<file path="config.mk">
export PLATFORM = sky130hd
export DESIGN_NAME = pc_redirect_sequencer
export DESIGN_NICKNAME = d
export VERILOG_FILES = /design/src/rtl/pc_redirect_sequencer.sv
export SDC_FILE = /design/constraint.sdc
export NUM_CORES = 1
export LEC_CHECK = 0
export ABC_AREA = 1
export CORE_MARGIN = 1
export CORE_UTILIZATION = 47
export DETAILED_ROUTE_END_ITERATION = 8
export PLACE_DENSITY = 0.83
export RECOVER_POWER = 25
export SLEW_MARGIN = 10
export SYNTH_ARGS = -nofsm -noshare
export SYNTH_HDL_FRONTEND = slang
export SYNTH_SLANG_ARGS = --single-unit
</file>
<file path="constraint.sdc">
create_clock -name Clk -period 2.9 [get_ports Clk]
set_input_delay 0.58 -clock Clk [delete_from_list [all_inputs] [get_ports Clk]]
set_output_delay 0.58 -clock Clk [all_outputs]
set_load 0.05 [all_outputs]
</file>
<file path="src/rtl/pc_redirect_sequencer.sv">
// Fetch-stage PC register: rebuilds J/branch/JR targets from decode redirects
// and sequences the fetch PC through BOOT, RUN and the post-redirect BUBBLE.
module pc_redirect_sequencer #(
  parameter logic [31:0] RESET_PC = 32'h0000_0000,
  parameter int          PC_W     = 32
) (
  input  logic            Clk,
  input  logic            Reset,
  input  logic            Stall,
  input  logic [PC_W-1:0] DecPCPlus4,
  input  logic            JumpRegEn,
  input  logic [PC_W-1:0] JumpRegAddr,
  input  logic            JumpEn,
  input  logic [25:0]     JumpIndex,
  input  logic            BranchEn,
  input  logic [15:0]     BranchOffset,
  output logic [PC_W-1:0] PC,
  output logic [PC_W-1:0] PCPlus4,
  output logic            FetchValid,
  output logic            Flush,
  output logic            Misaligned
);

  typedef enum logic [1:0] {
    BOOT   = 2'd0,
    RUN    = 2'd1,
    BUBBLE = 2'd2
  } state_e;

  state_e          state_q, state_d;
  logic [PC_W-1:0] pc_q, pc_d;
  logic            flush_q, flush_d;
  logic            misaligned_q, misaligned_d;
  logic            runValid_q;

  logic            redirect;
  logic [PC_W-1:0] target;
  logic [PC_W-1:0] branchDisp;

  assign branchDisp = {{14{BranchOffset[15]}}, BranchOffset, 2'b00};
  assign redirect   = JumpRegEn | JumpEn | BranchEn;

  // Priority JR > J > branch; the low two bits of a JR target are dropped.
  always_comb begin
    target = DecPCPlus4 + branchDisp;
    if (JumpRegEn) begin
      target = {JumpRegAddr[PC_W-1:2], 2'b00};
    end else if (JumpEn) begin
      target = {DecPCPlus4[PC_W-1:28], JumpIndex, 2'b00};
    end
  end

  always_comb begin
    state_d      = state_q;
    pc_d         = pc_q;
    flush_d      = 1'b0;
    misaligned_d = 1'b0;
    case (state_q)
      BOOT: begin
        state_d = RUN;
      end
      RUN: begin
        if (!Stall) begin
          if (redirect) begin
            pc_d         = target;
            flush_d      = 1'b1;
            misaligned_d = JumpRegEn & (JumpRegAddr[1:0] != 2'b00);
            state_d      = BUBBLE;
          end else begin
            pc_d = PCPlus4;
          end
        end
      end
      BUBBLE: begin
        state_d = RUN;
      end
      default: begin
        state_d = BOOT;
      end
    endcase
  end

  always_ff @(posedge Clk) begin
    if (Reset) begin
      state_q      <= BOOT;
      pc_q         <= RESET_PC;
      flush_q      <= 1'b0;
      misaligned_q <= 1'b0;
      runValid_q   <= 1'b0;
    end else begin
      state_q      <= state_d;
      pc_q         <= pc_d;
      flush_q      <= flush_d;
      misaligned_q <= misaligned_d;
      runValid_q   <= (state_d == RUN);
    end
  end

  // A stalled RUN cycle fetches nothing, so validity is gated by the live Stall.
  assign PC         = pc_q;
  assign PCPlus4    = pc_q + 32'd4;
  assign FetchValid = runValid_q & ~Stall;
  assign Flush      = flush_q;
  assign Misaligned = misaligned_q;

endmodule
</file>
== After elaboration in Yosys (flattened, before gate mapping) ==
Cells that the tools add are included.

* Register bits: 37

* $add $sub $neg: 2
* Equal/unequal tests: 3
* Multiplexer cells: 7
* Bitwise logic cells: 7
* Reduce and logical (&&, ||, !) cells: 6

{| class="wikitable"
|+ Operators with widths
! kind !! number
|-
| 32-bit two-way mux || 3
|-
| 32-bit by 3-bit adder with 32-bit output (second input constant) || 1
|-
| 32-bit adder || 1
|-
| 2-bit by 1-bit == test with 1-bit output (second input constant) || 2
|-
| 2-bit two-way mux || 2
|-
| 2-bit case mux with 2 select lines || 1
|-
| 4-bit OR reduction || 1
|-
| 1-bit inverter || 3
|-
| 3-bit OR reduction || 1
|-
| 1-bit bitwise AND || 2
|-
| 2-bit == test (second input constant) || 1
|-
| 2-bit zero test || 1
|-
| 1-bit OR || 2
|-
| 2-bit AND reduction || 1
|-
| 2-bit nonzero test || 1
|-
| 2-bit OR reduction || 1
|-
| 1-bit two-way mux || 1
|}

== Depth between registers and ports, before layout ==
* Depth in word-level cells: 6
* Gate-level depth with buffers: 15
* Depth with buffers taken out: 15

== Worst setup path after synthesis ==
OpenSTA, ideal clock, no wires.

* Path kind: register to output
* Start point: reg pc_q[3], in the netlist PC[3]
* End point: out PCPlus4[30]
* Arrival: 2,354 ps
* Setup slack: -34 ps
* Stages on the path, launching flop included: 8
* Cells stage by stage: dfxtp_1 -> ha_1 -> nand2_2 -> nor2_8 -> nand2_4 -> nor3_2 -> nand2_1 -> xor2_1

* Word-level cells in the longest chain between the ends: 1

{| class="wikitable"
|+ RTL lines
! item !! RTL line !! text
|-
| from (decl) || 31 || <nowiki>logic [PC_W-1:0] pc_q, pc_d;</nowiki>
|-
| from (signal assigned) || 92 || <nowiki>pc_q <= pc_d;</nowiki>
|-
| 32-bit by 3-bit adder with 32-bit output || 101 || <nowiki>assign PCPlus4 = pc_q + 32'd4;</nowiki>
|-
| to (decl) || 18 || <nowiki>output logic [PC_W-1:0] PCPlus4,</nowiki>
|}

No other way between the ends.

== Worst setup path after layout ==
* Start point: reg pc_q[8], in the netlist PC[8]
* End point: out PCPlus4[27]

The elaborated chain is that of the path after synthesis.

==> results.sh <==
export IMPL_num_vias=6385
export IMPL_initial_utilization=0.489
export IMPL_fin_crit_ns=2.75
export IMPL_crit_path_end_kind="output port"
export IMPL_ir_drop_v=0.000242
export IMPL_final_period_utilization=0.947
export IMPL_diodes=0
export IMPL_routedWlPerCell_um=14.7
export IMPL_nets=1231
export IMPL_final_max_slew_viol_count=0
export IMPL_routed_wl_mm=18.0
export IMPL_fmax_ghz=0.364
export IMPL_grt_max_degree=37
export IMPL_postSynthCellCount=917
export IMPL_dieArea_um2=11200
export IMPL_synthesis_area_um2=5070
export IMPL_grt_use_total=0.324
export IMPL_drtPass1Iterations=5
export IMPL_clk_path_buf_depth=2
export IMPL_clock_skew_ns=0.00583
export IMPL_gp_congestion=0.959
export IMPL_arrival_ns=2.17
export IMPL_syn_to_final_growth_pct=40.9
export IMPL_critPathKind="flip-flop to output port"
export IMPL_final_cell_mix="nand2_1, clkdlybuf4s50_1, inv_1"
export IMPL_relSlewSlack=0.480
export IMPL_drive_above_1_share=0.0790
export IMPL_chipHeight_um=106
export IMPL_cts_tree="done"
export IMPL_synth_fp_nets=1060
export IMPL_ys_warn_count=0
export IMPL_clkLatencyLatePin_ns=0.30
export IMPL_antenna_found_initial=0
export IMPL_grt_ovfl_total=0
export IMPL_coreArea_um2=10400
export IMPL_power_density_nw_per_um2=320
export IMPL_numCtsBuffers=5
export IMPL_drc_errors=0
export IMPL_viasPerCell=5.21
export IMPL_avgSynthCellArea_um2=5.52
export IMPL_drtIter0Drc=425
export IMPL_tightest_slew_ns=0.776
export IMPL_hold_viol=0
export IMPL_chipWidth_um=106
export IMPL_p_leak_uw=0.00370
export IMPL_ys_types=42
export IMPL_grt_pass1_vias=5823
export IMPL_min_delay_path_class="flip-flop to flip-flop"
export IMPL_status="finished, final reports clean"
export IMPL_std_cell_rows=37
export IMPL_pin_count=179
export IMPL_rsz0062_at_grt="false"
export IMPL_postCtsSetupRepairBufs=0
export IMPL_cts_root_buf="clkbuf_8"
export IMPL_setup_violations=0
export IMPL_cts_clk_slew_worst_paths_ns=0.08
export IMPL_dpl_hpwl_mm=14.6
export IMPL_final_cells=1225
export IMPL_crit_fanout=6
export IMPL_start_kind="flip-flop"
export IMPL_drt_antenna_violating_nets=0
export IMPL_setup_tns_ns=0
export IMPL_yosysSeqAreaShare=0.146
export IMPL_grt_pass1_wl_mm=29.2
export IMPL_max_cap_violations=0
export IMPL_port_buffers=178
export IMPL_cts_resized=0
export IMPL_dpl_cell_count=1217
export IMPL_synth_ff_latch_count=37
export IMPL_layout_commonest_cell="nand2_1"
export IMPL_htree_levels=2
export IMPL_clock_sinks=37
export IMPL_hold_buffers=0
export IMPL_crit_required_ns=2.32
-- cell type report --
type                       count  area (um2)
fill                         966        3230
clock buffer                   5        68.8
inverter                     141         531
timing repair buffer         193        1900
sequential                    37         741
tap                          136         170
clock inverter                 3        46.3
multi-input combinational    710        3680
-- registers in the layout, indices dropped and copies added, names as in the netlist --
signal,flops
state_q,2
Flush,1
PC,32
Misaligned,1
runValid_q,1
-- synth_stat cells --
cell	count	area [um2]
nand2_1	270	1010
inv_1	128	480
nor2_1	105	394
a21oi_1	85	425
o21ai_0	52	260
nand3_1	51	255
dfxtp_1	37	741
ha_1	30	375
xor2_1	22	193
clkbuf_1	20	75.1
nor3_1	13	65.1
nand4_1	11	68.8
xnor2_1	11	96.3
inv_2	10	37.5
nand2_2	8	50.1
o211ai_1	7	52.6
o21ai_1	7	35.0
buf_2	5	25.0
nor2_2	5	31.3
nand3b_1	4	30.0
xnor2_2	4	65.1
a21o_1	3	22.5
a31oi_1	3	18.8
a211oi_1	2	15.0
buf_1	2	7.51
buf_4	2	15.0
clkinv_1	2	7.51
nand4_2	2	25.0
nor2_4	2	22.5
o21bai_1	2	15.0
a21oi_2	1	8.76
and2_1	1	6.26
and3_1	1	6.26
clkinv_2	1	5.00
fa_1	1	20.0
nand2_4	1	11.3
nand3_2	1	10.0
nand3_4	1	17.5
nor2_8	1	20.0
nor3_2	1	10.0
nor3_4	1	16.3
xor2_2	1	16.3
-- stage by stage --
stage                     power [uW]  instance area, um2  worst slack [ns]   util  hold slack [ns]
after detailed placement        1830                7030            0.0232  0.678            0.455
after global routing            2430                7140            0.0301  0.688            0.484
after floorplan                 1360                5070            0.0533      -            0.442
final                           2290                7140             0.154  0.688            0.470
after CTS                       2290                7140            0.0509  0.689            0.468
after global placement          1830                7030            0.0481  0.678            0.450
-- worst max-delay path, stage by stage, from the launching register on --
cell and delay (ns):
dfxtp_1 0.48, nand2_1 0.13, nor2_1 0.28, nand4_1 0.12, nor2_1 0.20, nand4_1 0.18, xor2_1 0.22, buf_4 0.24
-- worst paths after layout --
kind | to | from | slack (ns) | cells past startpoint
worst min register to register | runValid_q | state_q[0] | 0.47 | 1
worst max register to register | PC[27] | PC[8] | 0.88 | 8
worst min-delay path | runValid_q | state_q[0] | 0.47 | 1
worst max-delay path | PCPlus4[27] | PC[8] | 0.15 | 7
-- routing by layer --
layer	vias to the layer above	GRT usage	share of wire
met3	26	0.0482	0.071
met4	0	0.0665	0.017
met1	2837	0.433	0.44
met5	-	0	0
met2	266	0.550	0.47
li1	3256	-	-
-- cells by family after synthesis --
logic type,Yosys count,share of synthesized area
and+or+nand+nor,479,0.405
buffers and inverters,170,0.129
AOI/OAI and AO/OA,162,0.168
xor gates and xnor gates,38,0.0731
DFF,37,0.146
adders and majority gates,31,0.0780
-- where the power goes --
part / internal [uW] / total (uW) / switching (uW)
clock network: 257 / 460 / 203
logic: 480 / 1230 / 754
registers: 543 / 593 / 49.4
total: 1280 / 2290 / 1010
Note: power is estimated with default switching activity, not from simulation.
